## src/rtl/i2s_serializer.sv

```systemverilog
`default_nettype none
// +--------------------------------------------------------------------------+
// | Module      : i2s_serializer                                             |
// | Description : Philips I2S transmitter. Accepts stereo pairs through a    |
// |               valid/ready handshake into a one-pair holding register and |
// |               serializes them MSB first, one SCLK after each LRCK edge,  |
// |               generating SCLK/LRCK from clk (bus master toward the DAC). |
// |               Optional build macro I2S_SER_HOLD_LAST_EN: on underrun,    |
// |               re-send the last loaded pair instead of zeros.             |
// | Revision    : 1.0 - initial release                                      |
// +--------------------------------------------------------------------------+
module i2s_serializer #(
  parameter int DATA_WIDTH  = 24,
  parameter int CLK_PER_BIT = 4
) (
  input  logic                  clk,
  input  logic                  rst,
  input  logic [DATA_WIDTH-1:0] tx_data_l,
  input  logic [DATA_WIDTH-1:0] tx_data_r,
  input  logic                  tx_valid,
  output logic                  tx_ready,
  output logic                  underrun,
  output logic                  sclk,
  output logic                  lrck,
  output logic                  sdata
);

  localparam int              DIV_W    = (CLK_PER_BIT > 2) ? $clog2(CLK_PER_BIT) : 1;
  localparam logic [DIV_W-1:0] DIV_LAST = DIV_W'(CLK_PER_BIT - 1);
  localparam logic [DIV_W-1:0] DIV_HALF = DIV_W'(CLK_PER_BIT / 2);
  localparam logic [5:0]       DW6      = 6'(DATA_WIDTH);

  logic [DIV_W-1:0]      div_cnt_q, div_cnt_d;
  logic [5:0]            bit_cnt_q, bit_cnt_d;
  logic                  sclk_q, sclk_d;
  logic                  lrck_q, lrck_d;
  logic                  sdata_q, sdata_d;
  logic                  underrun_q, underrun_d;
  logic                  full_q, full_d;
  logic [DATA_WIDTH-1:0] hold_l_q, hold_l_d, hold_r_q, hold_r_d;
  logic [DATA_WIDTH-1:0] shift_l_q, shift_l_d, shift_r_q, shift_r_d;
`ifdef I2S_SER_HOLD_LAST_EN
  logic [DATA_WIDTH-1:0] last_l_q, last_l_d, last_r_q, last_r_d;
`endif

  logic       tick;
  logic       load;
  logic       accept;
  logic [4:0] slot_bit;
  logic       in_data;

  // Next-state: clock divider, slot counter, holding register and shifters.
  always_comb begin
    div_cnt_d  = div_cnt_q;
    bit_cnt_d  = bit_cnt_q;
    lrck_d     = lrck_q;
    sdata_d    = sdata_q;
    full_d     = full_q;
    hold_l_d   = hold_l_q;
    hold_r_d   = hold_r_q;
    shift_l_d  = shift_l_q;
    shift_r_d  = shift_r_q;
`ifdef I2S_SER_HOLD_LAST_EN
    last_l_d   = last_l_q;
    last_r_d   = last_r_q;
`endif

    tick     = (div_cnt_q == DIV_LAST);
    load     = tick && (bit_cnt_q == 6'd63);
    accept   = tx_valid && !full_q;
    slot_bit = 5'd0;
    in_data  = 1'b0;

    div_cnt_d  = tick ? '0 : div_cnt_q + DIV_W'(1);
    sclk_d     = (div_cnt_d >= DIV_HALF);
    underrun_d = load && !full_q;

    // An accept on an empty-holding load cycle stays held for the next frame.
    if (accept) begin
      hold_l_d = tx_data_l;
      hold_r_d = tx_data_r;
      full_d   = 1'b1;
    end

    if (tick) begin
      bit_cnt_d = bit_cnt_q + 6'd1;
      lrck_d    = bit_cnt_d[5];
      slot_bit  = bit_cnt_d[4:0];
      in_data   = (slot_bit != 5'd0) && ({1'b0, slot_bit} <= DW6);
      sdata_d   = 1'b0;
      if (load) begin
        if (full_q) begin
          shift_l_d = hold_l_q;
          shift_r_d = hold_r_q;
          full_d    = 1'b0;
`ifdef I2S_SER_HOLD_LAST_EN
          last_l_d  = hold_l_q;
          last_r_d  = hold_r_q;
`endif
        end else begin
`ifdef I2S_SER_HOLD_LAST_EN
          shift_l_d = last_l_q;
          shift_r_d = last_r_q;
`else
          shift_l_d = '0;
          shift_r_d = '0;
`endif
        end
      end else if (in_data) begin
        if (bit_cnt_d[5]) begin
          sdata_d   = shift_r_q[DATA_WIDTH-1];
          shift_r_d = shift_r_q << 1;
        end else begin
          sdata_d   = shift_l_q[DATA_WIDTH-1];
          shift_l_d = shift_l_q << 1;
        end
      end
    end
  end

  // State register; reset returns everything to idle and drops any held pair.
  always_ff @(posedge clk or posedge rst) begin
    if (rst) begin
      div_cnt_q  <= '0;
      bit_cnt_q  <= '0;
      sclk_q     <= 1'b0;
      lrck_q     <= 1'b0;
      sdata_q    <= 1'b0;
      underrun_q <= 1'b0;
      full_q     <= 1'b0;
      hold_l_q   <= '0;
      hold_r_q   <= '0;
      shift_l_q  <= '0;
      shift_r_q  <= '0;
`ifdef I2S_SER_HOLD_LAST_EN
      last_l_q   <= '0;
      last_r_q   <= '0;
`endif
    end else begin
      div_cnt_q  <= div_cnt_d;
      bit_cnt_q  <= bit_cnt_d;
      sclk_q     <= sclk_d;
      lrck_q     <= lrck_d;
      sdata_q    <= sdata_d;
      underrun_q <= underrun_d;
      full_q     <= full_d;
      hold_l_q   <= hold_l_d;
      hold_r_q   <= hold_r_d;
      shift_l_q  <= shift_l_d;
      shift_r_q  <= shift_r_d;
`ifdef I2S_SER_HOLD_LAST_EN
      last_l_q   <= last_l_d;
      last_r_q   <= last_r_d;
`endif
    end
  end

  assign tx_ready = !full_q;
  assign underrun = underrun_q;
  assign sclk     = sclk_q;
  assign lrck     = lrck_q;
  assign sdata    = sdata_q;

endmodule
`default_nettype wire

```

## config.mk

```make
export PLATFORM = sky130hd
export DESIGN_NAME = i2s_serializer
export DESIGN_NICKNAME = d
export VERILOG_FILES = /design/src/rtl/i2s_serializer.sv
export SDC_FILE = /design/constraint.sdc
export NUM_CORES = 1
export LEC_CHECK = 0
export ABC_CLOCK_PERIOD_IN_PS = 4400
export BUFFER_PORTS_ARGS = -buffer_cell sky130_fd_sc_hd__buf_2
export CORE_UTILIZATION = 58
export DETAILED_ROUTE_END_ITERATION = 8
export MAX_ROUTING_LAYER = met4
export PLACE_DENSITY = 0.79
export SYNTH_ARGS = -nofsm -noshare
export SYNTH_HDL_FRONTEND = slang
export SYNTH_SLANG_ARGS = --single-unit
```

## constraint.sdc

```tcl
create_clock -name clk -period 4.4 [get_ports clk]
set_clock_uncertainty 0.2 [all_clocks]
set_input_delay 0.44 -clock clk [delete_from_list [all_inputs] [get_ports clk]]
set_output_delay 0.44 -clock clk [all_outputs]
set_load 0.005 [all_outputs]
```

==> results of run 1 <==
logic make-up (layout without fill, tap and decap cells):
group | after synthesis | after routing | synth area share
xor+xnor | 5 | 5 | 0.009198
compound gates | 146 | 146 | 0.1945
flops | 107 | 107 | 0.5624
buf+inv | 52 | 81 | 0.04888
simple gates | 59 | 59 | 0.06176
mux | 50 | 50 | 0.1180
fa+ha+maj | 2 | 2 | 0.005255
per-stage QoR:
stage | power [mW] | hold WS, ns | utilization
2_1_floorplan | 1.427 | 0.2007 | -
3_3_place_gp | 1.499 | 0.2128 | 0.6393
3_5_place_dp | 1.516 | 0.2214 | 0.6393
4_1_cts | 2.129 | 0.08461 | 0.6655
5_1_grt | 2.206 | 0.07466 | 0.6655
6_report | 2.109 | 0.07416 | 0.6655
worst paths after layout:
path | from | end | slack [ns]
worst max-delay path | bit_cnt_q[5] | shift_l_q[6] | 1.46
worst min-delay path | rst | bit_cnt_q[2] | 0.07
worst max register to register | bit_cnt_q[5] | shift_l_q[6] | 1.46
worst min register to register | div_cnt_q[0] | div_cnt_q[0] | 0.23
max in group asynchronous | rst | hold_r_q[13] | 2.97
min in group clk | tx_data_r[12] | hold_r_q[12] | 0.10
critical path, cell delays in order, from the launching register on:
cell	delay, ns
dfrtp_1	0.33
buf_4	0.40
nand3_2	0.83
or2_1	0.51
buf_4	0.30
a31oi_1	0.25
final cells by class:
class / instances / share of cell area
inverter: 4 / 0.003354
clock inverter: 3 / 0.008864
sequential: 107 / 0.5129
clock buffer: 13 / 0.03043
tap: 102 / 0.02444
multi-input combinational: 262 / 0.3586
timing repair buffer: 61 / 0.06133
per-layer routing:
metal,part of all wire,global-route usage,up-vias
li1,-,-,1626
met1,0.45,0.3271,1718
met2,0.48,0.3667,103
met3,0.046,0.05993,20
met4,0.021,0.08984,0
met5,0,-,-
power breakdown:
group | switching, mW | leakage (nW) | total (mW) | internal [mW]
Clock | 0.318 | 0.0998 | 0.614 | 0.296
Sequential | 0.115 | 1.37 | 1.27 | 1.15
Combinational | 0.0761 | 0.677 | 0.226 | 0.150
flip-flops by register name (all words and copies together) (netlist names):
signal	count
full_q	1
underrun	1
shift_r_q	24
hold_r_q	24
sdata	1
div_cnt_q	2
hold_l_q	24
bit_cnt_q	6
shift_l_q	24
cell usage in the layout (no fill, tap or decap):
cell type   Yosys  routed
nor2_1          3       3
xor2_1          1       1
o21ai_0        48      48
mux2i_1         1       1
o221ai_1        2       2
o22ai_1         1       1
clkinvlp_4      0       1
a31oi_1        46      46
inv_4           0       1
or2_1           1       1
nand2_1         4       4
nor2b_4         0       1
dfrtp_2         0       1
nand3_1        48      46
a211oi_1       46      46
nand3_2         0       2
clkinv_4        0       1
a21bo_2         1       1
bufinv_16       0       1
clkbuf_8        0      11
buf_2          14      55
xnor2_1         4       4
a21boi_4        0       1
inv_1           4       3
mux2_2         49      49
a21o_1          1       1
clkbuf_1       26       2
buf_4           3       6
ha_1            2       2
nand4_1         2       2
dfrtp_1       107     106
==> metrics.csv, run 1 <==
metric;value;unit
Sequential Area;0.002679;sq mm
vias in the first global route;3358;
Hold Vio Cnt, Final;0;
number of synthesized flops with an enable pin;0;
max cap viols;0;
setup TNS;0;ns
synth cell count leaders;dfrtp_1, mux2_2, nand3_1, o21ai_0;
worst-skew pair later-pin latency;0.36;ns
post-route cell area;0.005223;sq mm
Placement Setup Slack;1.523;ns
Max IR drop VDD;0.2175;mV
Overall Global Routing Usage;0.2447;
crit path time final;2.939;ns
data required time of the worst path;4.47;ns
H-tree depth;3;
setup slack after layout;1.461;ns
Seq/Total Area, Yosys;0.5624;
top_reg_cell synth;dfrtp_1;
hold crit path type;in -> async;
Core ar.;0.007848;sq mm
worst-margin pin slew;1.182;ns
Syn-to-layout area delta;9.698;%
CP endpoint kind;flop;
Leakage;2.146;nW
maximum clock frequency;340.2;MHz
starting density of the core;0.6067;
fin. max-slew vios;0;
Die Y;92.60;um
total number of yosys warnings;0;
Worst R2R Path Depth;5;
clk slew on worst S/H paths;0.09;ns
vias;3467;
relative slew slack;0.2102;
largest net degree at the start of global routing;79;
antenna cell count;0;
clock tree buffer depth;2;
cell with the most instances after synthesis;dfrtp_1;
Post-CTS Setup Repair Bufs;0;
ys async rst share;1.000;
crit path kind;reg -> reg;
clk sink count;107;
1st-iter DRT viols;282;
CTS Root Cell;clkbuf_8;
DIE AREA;0.008575;sq mm
CTS resizes;0;
Row Count;32;
pwr/cell area;403.8;mW/mm^2
Critical Path Start Type;flop;
I/O pins;56;
cells after synthesis;421;
share of cells above drive strength 1;0.2911;
GP Congestion;0.7202;
Detailed Routing Iterations Pass 1;4;
fin crit share;0.6681;
DRC errors left;0;
Routed wire per std cell;17.13;um
Finish-stage setup viols;0;
Routed Antenna Nets;0;
placed cell area;0.005017;sq mm
status;finished, final reports clean;
number of port buffers;55;
Non-Filler Instances;552;
CP Max Fanout;51;
final wirelength;9.453;mm
Num CTS Buffers;9;
fill count;610;
unrepaired setup endpoints after global routing;no;
initial antenna violation count;0;
hpwl dp;5.369;mm
Post-Place Cells;536;
CTS tree;done;
first-pass GRT wire length;16.01;mm
Netlist cell types;27;
GRT overflow;0;
Synth top area share;0.5624;
syn avg cell area;11.31;sq um
synth top area cells;dfrtp_1, mux2_2, a211oi_1;
Cell Area, Synth;0.004761;sq mm
Worst Path Arrival;3.01;ns
leading area contributor after synthesis;dfrtp_1;
die width;92.60;um
drt via density;6.281;
hold_buf cts;0;
NumNets Final;498;
Multi-input gate area;0.001873;sq mm
Synthesized Nets;474;
Yosys reg bits;107;
(Power assumes the default switching activity.)
==> run 2, diff against run 1 <==
--- a/config.mk
+++ b/config.mk
@@ -5,7 +5,7 @@
 export SDC_FILE = /design/constraint.sdc
 export NUM_CORES = 1
 export LEC_CHECK = 0
-export ABC_CLOCK_PERIOD_IN_PS = 4400
+export ABC_CLOCK_PERIOD_IN_PS = 3000
 export BUFFER_PORTS_ARGS = -buffer_cell sky130_fd_sc_hd__buf_2
 export CORE_UTILIZATION = 58
 export DETAILED_ROUTE_END_ITERATION = 8
==> constraint.sdc (replaced) <==
create_clock -name clk -period 3 [get_ports clk]
set_clock_uncertainty 0.2 [all_clocks]
set_input_delay 0.3 -clock clk [delete_from_list [all_inputs] [get_ports clk]]
set_output_delay 0.3 -clock clk [all_outputs]
set_load 0.005 [all_outputs]
==> run 2 against run 1 <==
  * Non-clock buffer count up 54
  * First-iteration DRC count down 23%
  * Utilization up 6.8 points
  * Clock-buffer cell count down 1
  * Sequential power up 44%
  * Final cell count up 9.8%
  * Maximum frequency up 20%
  * Clock power up 41%
  * Largest cell class unchanged
==> metrics.csv, run 2 (synthesis results as in run 1) <==
metric;value;unit;change
status;finished, final reports clean;;
Hold Vio Cnt, Final;0;;unchanged
I/O pins;56;;unchanged
relative slew slack;0.3477;;+0.1375
Worst Path Arrival;2.49;ns;-0.52 ns
CTS Root Cell;clkbuf_8;;
CTS resizes;0;;unchanged
starting density of the core;0.6067;;unchanged
unrepaired setup endpoints after global routing;no;;
GP Congestion;0.7655;;+6.3%
CTS tree;done;;
antenna cell count;0;;unchanged
drt via density;6.256;;-0.40%
initial antenna violation count;0;;unchanged
DRC errors left;0;;unchanged
post-route cell area;0.005759;sq mm;+10%
Num CTS Buffers;9;;unchanged
fin crit share;0.8140;;+0.1459
H-tree depth;3;;unchanged
Die Y;92.60;um;unchanged
clk sink count;107;;unchanged
1st-iter DRT viols;217;;-23%
total power;3.105;mW;+47%
fin. max-slew vios;0;;unchanged
share of cells above drive strength 1;0.2679;;-0.02325
commonest non-fill, non-tap cells in the layout;dfrtp_1, buf_2, mux2_2, dlygate4sd3_1, o21ai_0;;
Core ar.;0.007848;sq mm;unchanged
maximum clock frequency;409.5;MHz;+20%
clk slew on worst S/H paths;0.09;ns;about the same
Routed wire per std cell;17.35;um;+1.3%
Syn-to-layout area delta;20.97;%;
GRT overflow;0;;unchanged
crit path kind;reg -> reg;;
first-pass GRT wire length;17.88;mm;+12%
die width;92.60;um;unchanged
number of port buffers;55;;unchanged
vias in the first global route;3753;;+12%
final wirelength;10.52;mm;+11%
Critical Path Start Type;flop;;
Max IR drop VDD;0.2867;mV;+32%
Overall Global Routing Usage;0.2749;;+0.03021
CP endpoint kind;flop;;
placed cell area;0.005081;sq mm;+1.3%
setup TNS;0;ns;unchanged
worst-margin pin slew;0.9784;ns;-0.2033 ns
Routed Antenna Nets;0;;unchanged
pwr/cell area;539.2;mW/mm^2;+34%
commonest non-fill, non-tap cell in the layout;dfrtp_1;;
DIE AREA;0.008575;sq mm;unchanged
hold crit path type;reg -> reg;;
hpwl dp;5.680;mm;+5.8%
largest net degree at the start of global routing;55;;-30%
NumNets Final;552;;+11%
data required time of the worst path;3.04;ns;-1.43 ns
CP Max Fanout;29;;-43%
max cap viols;0;;unchanged
Finish-stage setup viols;0;;unchanged
worst-skew pair later-pin latency;0.38;ns;+0.02 ns
crit path time final;2.442;ns;-0.4975 ns
Row Count;32;;unchanged
vias;3791;;+9.3%
Leakage;2.359;nW;+9.9%
Final Util;0.7339;;+0.06840
Detailed Routing Iterations Pass 1;4;;unchanged
clock tree buffer depth;2;;unchanged
Min Hold Slack;0.2251;ns;+0.1510 ns
Post-CTS Setup Repair Bufs;0;;unchanged
[run 2: layout make-up]
cell class	count	area (sq um)
sequential	107	2679
fill	551	2088
multi-input combinational	262	1873
timing repair buffer	115	873.3
clock buffer	12	135.1
tap	102	127.6
clock inverter	4	52.55
inverter	4	18.77
[run 2: path summary, 6_finish.rpt]
kind                               from       endpoint  slack, ns  cells after the start
setup / recovery           div_cnt_q[1]  shift_l_q[11]       0.56                      5
hold / removal             div_cnt_q[0]   div_cnt_q[0]       0.23                      1
setup reg to reg           div_cnt_q[1]  shift_l_q[11]       0.56                      5
hold reg to reg            div_cnt_q[0]   div_cnt_q[0]       0.23                      1
max in group asynchronous           rst  shift_l_q[12]       1.50                      4
min in group asynchronous           rst   hold_l_q[17]       0.38                      3
[run 2: per-layer routing]
metal / global-route usage / vias to the layer above / wire, um
met5: - / - / 0
met4: 0.08464 / 0 / 209
met3: 0.07307 / 23 / 610
met2: 0.4370 / 142 / 5240
met1: 0.3471 / 1890 / 4457
li1: - / 1736 / -
[run 2: power by group]
group	internal (mW)	switching (mW)	total [mW]
clock network	0.387	0.479	0.866
registers	1.69	0.139	1.83
logic	0.266	0.142	0.408
[run 2: critical path, stage by stage (launching register included)]
cell and delay (ns):
dfrtp_1 0.39, ha_1 0.32, nand3_2 0.12, or2_1 0.75
buf_4 0.39, a31oi_1 0.12
[run 2: what timing repair did]
item,in CTS,in global routing
setup endpoints to repair,0,0
endpoints found under the hold margin,81,0
hold buffers,49,0
[run 2: through the flow]
step | cells | worst slack [ns]
3_3_place_gp | 541 | 0.6542
2_1_floorplan | 421 | 1.212
4_1_cts | 606 | 0.5698
6_report | 606 | 0.5580
3_5_place_dp | 541 | 0.5946
5_1_grt | 606 | 0.4097
==> run 3, diff against run 2 <==
==> config.mk (replaced) <==
export PLATFORM = sky130hd
export DESIGN_NAME = i2s_serializer
export DESIGN_NICKNAME = d
export VERILOG_FILES = /design/src/rtl/i2s_serializer.sv
export SDC_FILE = /design/constraint.sdc
export NUM_CORES = 1
export LEC_CHECK = 0
export ABC_CLOCK_PERIOD_IN_PS = 2210
export BUFFER_PORTS_ARGS = -buffer_cell sky130_fd_sc_hd__buf_2
export CORE_UTILIZATION = 52
export DETAILED_ROUTE_END_ITERATION = 8
export MAX_ROUTING_LAYER = met4
export PLACE_DENSITY = 0.75
export SYNTH_ARGS = -nofsm -noshare
export SYNTH_HDL_FRONTEND = slang
export SYNTH_SLANG_ARGS = --single-unit
==> constraint.sdc (replaced) <==
create_clock -name clk -period 2.21 [get_ports clk]
set_clock_uncertainty 0.2 [all_clocks]
set_input_delay 0.221 -clock clk [delete_from_list [all_inputs] [get_ports clk]]
set_output_delay 0.221 -clock clk [all_outputs]
set_load 0.005 [all_outputs]
==> run 3 against run 2 <==
  * The run now ends with DRC left
  * Power up 41%
  * Non-clock buffer count up 11
  * Sequential share of layout area down 1.2 points
  * Worst hold slack worse by 0.011 ns
  * Clock power up 52%
  * Critical endpoint is now shift_l_q[2]
==> metrics.csv, run 3 (synthesis results as in run 1) <==
metric;value;unit;change
status;finished with violations;;
violated checks;DRC;;
worst-skew pair later-pin latency;0.37;ns;about the same
vias in the first global route;3722;;-0.83%
Crit path depth;6;;+1
crit path kind;reg -> reg;;
Num CTS Buffers;9;;unchanged
CP endpoint kind;flop;;
Syn-to-layout area delta;24.05;%;
commonest non-fill, non-tap cell in the layout;dfrtp_1;;
hold_buf cts;49;;unchanged
Row Count;34;;+6.3%
GP Congestion;0.8042;;+5.1%
worst r2r src;div_cnt_q[1];;
Buf/Inv on CP;2;;+1
Post-Place Cells;558;;+3.1%
Worst path slowest cell;dfrtp_1;;
Max IR drop VDD;0.5549;mV;+94%
hpwl dp;6.219;mm;+9.5%
Die Y;97.69;um;+5.5%
clk slew on worst S/H paths;0.10;ns;about the same
DIE AREA;0.009542;sq mm;+11%
1st-iter DRT viols;180;;-17%
CP Launch Point;div_cnt_q[1];;
GRT overflow;0;;unchanged
antenna cell count;0;;unchanged
pwr/cell area;740.0;mW/mm^2;+37%
reg2reg setup slack;0.36;ns;-0.19 ns
worst-margin pin slew;0.4822;ns;-0.4962 ns
fin. max-slew vios;0;;unchanged
Top delay family on crit path;compound AO/OA/AOI/OAI gates;;
NumNets Final;563;;+2.0%
first-pass GRT wire length;17.92;mm;+0.20%
CTS resizes;0;;unchanged
post-route cell area;0.005906;sq mm;+2.5%
relative slew slack;0.6778;;+0.3301
Routed wire per std cell;16.28;um;-6.2%
Detailed Routing Iterations Pass 1;7;;+3
CP peak stage delay;0.36;ns;-0.39 ns
commonest non-fill, non-tap cells in the layout;dfrtp_1, buf_2, mux2_2, dlygate4sd3_1, o21ai_0;;
I/O pins;56;;unchanged
fill count;669;;+21%
Critical Path Start Type;flop;;
crit path time final;1.847;ns;-0.5951 ns
setup TNS;0;ns;unchanged
final wirelength;10.13;mm;-3.7%
Core ar.;0.008806;sq mm;+12%
Reg2Reg Capture Point;shift_l_q[2];;
unrepaired setup endpoints after global routing;no;;
max cap viols;0;;unchanged
clk sink count;107;;unchanged
maximum clock frequency;541.4;MHz;+32%
Routed Antenna Nets;0;;unchanged
die width;97.69;um;+5.5%
clock tree buffer depth;2;;unchanged
fin crit share;0.8357;;+0.02172
largest net degree at the start of global routing;50;;-9.1%
hold crit path type;in -> async;;
CTS Root Cell;clkbuf_8;;
total power;4.370;mW;+41%
Min Hold Slack;0.2141;ns;-0.01100 ns
initial antenna violation count;0;;unchanged
share of cells above drive strength 1;0.2840;;+0.01619
worst setup path end;shift_l_q[2];;
starting density of the core;0.5406;;-0.06603
Worst R2R Path Depth;6;;+1
CTS tree;done;;
Overall Global Routing Usage;0.2410;;-0.03394
vias;3648;;-3.8%
data required time of the worst path;2.28;ns;-0.76 ns
drt via density;5.865;;-6.2%
Critical Path, Cell by Cell;ha_1 > buf_4 > a21boi_4 > buf_12 > nand3_1 > a31oi_1;;
placed cell area;0.005196;sq mm;+2.3%
Finish-stage setup viols;0;;unchanged
DRC errors left;10;;+10
H-tree depth;3;;unchanged
Post-CTS Setup Repair Bufs;0;;unchanged
Non-Filler Instances;622;;+2.6%
Worst Path Arrival;1.91;ns;-0.58 ns
CP Max Fanout;46;;+59%
Hold Vio Cnt, Final;0;;unchanged
number of port buffers;55;;unchanged
Leakage;2.445;nW;+3.6%
-- run 3: changes by cell type in the layout (fill, tap and decap cells not counted) --
cell,previous run,this run
buf_12,2,4
clkinvlp_4,4,1
bufinv_16,1,2
clkbuf_8,9,11
clkbuf_1,3,2
buf_4,9,18
-- run 3: how the worst min path moves through the flow --
stage                 start           to  slack [ns]  cells past startpoint
2_1_floorplan  tx_data_l[1]  hold_l_q[1]        0.17                      1
3_3_place_gp            rst  hold_r_q[2]        0.07                      2
3_5_place_dp            rst  hold_r_q[2]        0.07                      2
6_report                rst  hold_r_q[2]        0.21                      3
5_1_grt                 rst  hold_r_q[2]        0.24                      3
4_1_cts                 rst  hold_r_q[2]        0.21                      3
-- run 3: power breakdown --
group	internal, mW	total [mW]	switching (mW)
Combinational	0.368	0.550	0.182
Sequential	2.30	2.50	0.197
Clock	0.696	1.32	0.628
-- run 3: layout make-up --
type	instances	area, sq um	area share
clock inverters	2	60.06	0.01017
flip-flops and latches	107	2679	0.4536
clock buffers	13	158.9	0.02691
inverters	4	18.77	0.003178
multi-input cells	262	1873	0.3172
repair buffers	126	980.9	0.1661
well taps	108	135.1	0.02288
-- run 3: routing by layer --
metal  vias to the layer above  part of all wire  GRT usage
met4                         0            0.0079    0.04196
met5                         -                 0          -
li1                       1757                 -          -
met1                      1797              0.45     0.3179
met3                         9             0.038    0.05755
met2                        85              0.50     0.3863
-- run 3: per-stage QoR --
stage | util | setup WS (ns)
floorplan | - | 0.4246
global placement | 0.5901 | 0.5558
detailed placement | 0.5901 | 0.4539
CTS | 0.6706 | 0.3760
global route | 0.6706 | 0.2710
finish | 0.6706 | 0.3630
-- run 3: worst register-to-register path, delay by kind of cell (launching register included) --
| kind | cells | cell delay (ns) |
|---|---|---|
| buf+inv | 2 | 0.40 |
| compound gates | 2 | 0.46 |
| simple gates | 1 | 0.13 |
| fa+ha+maj | 1 | 0.20 |
| flops | 1 | 0.36 |
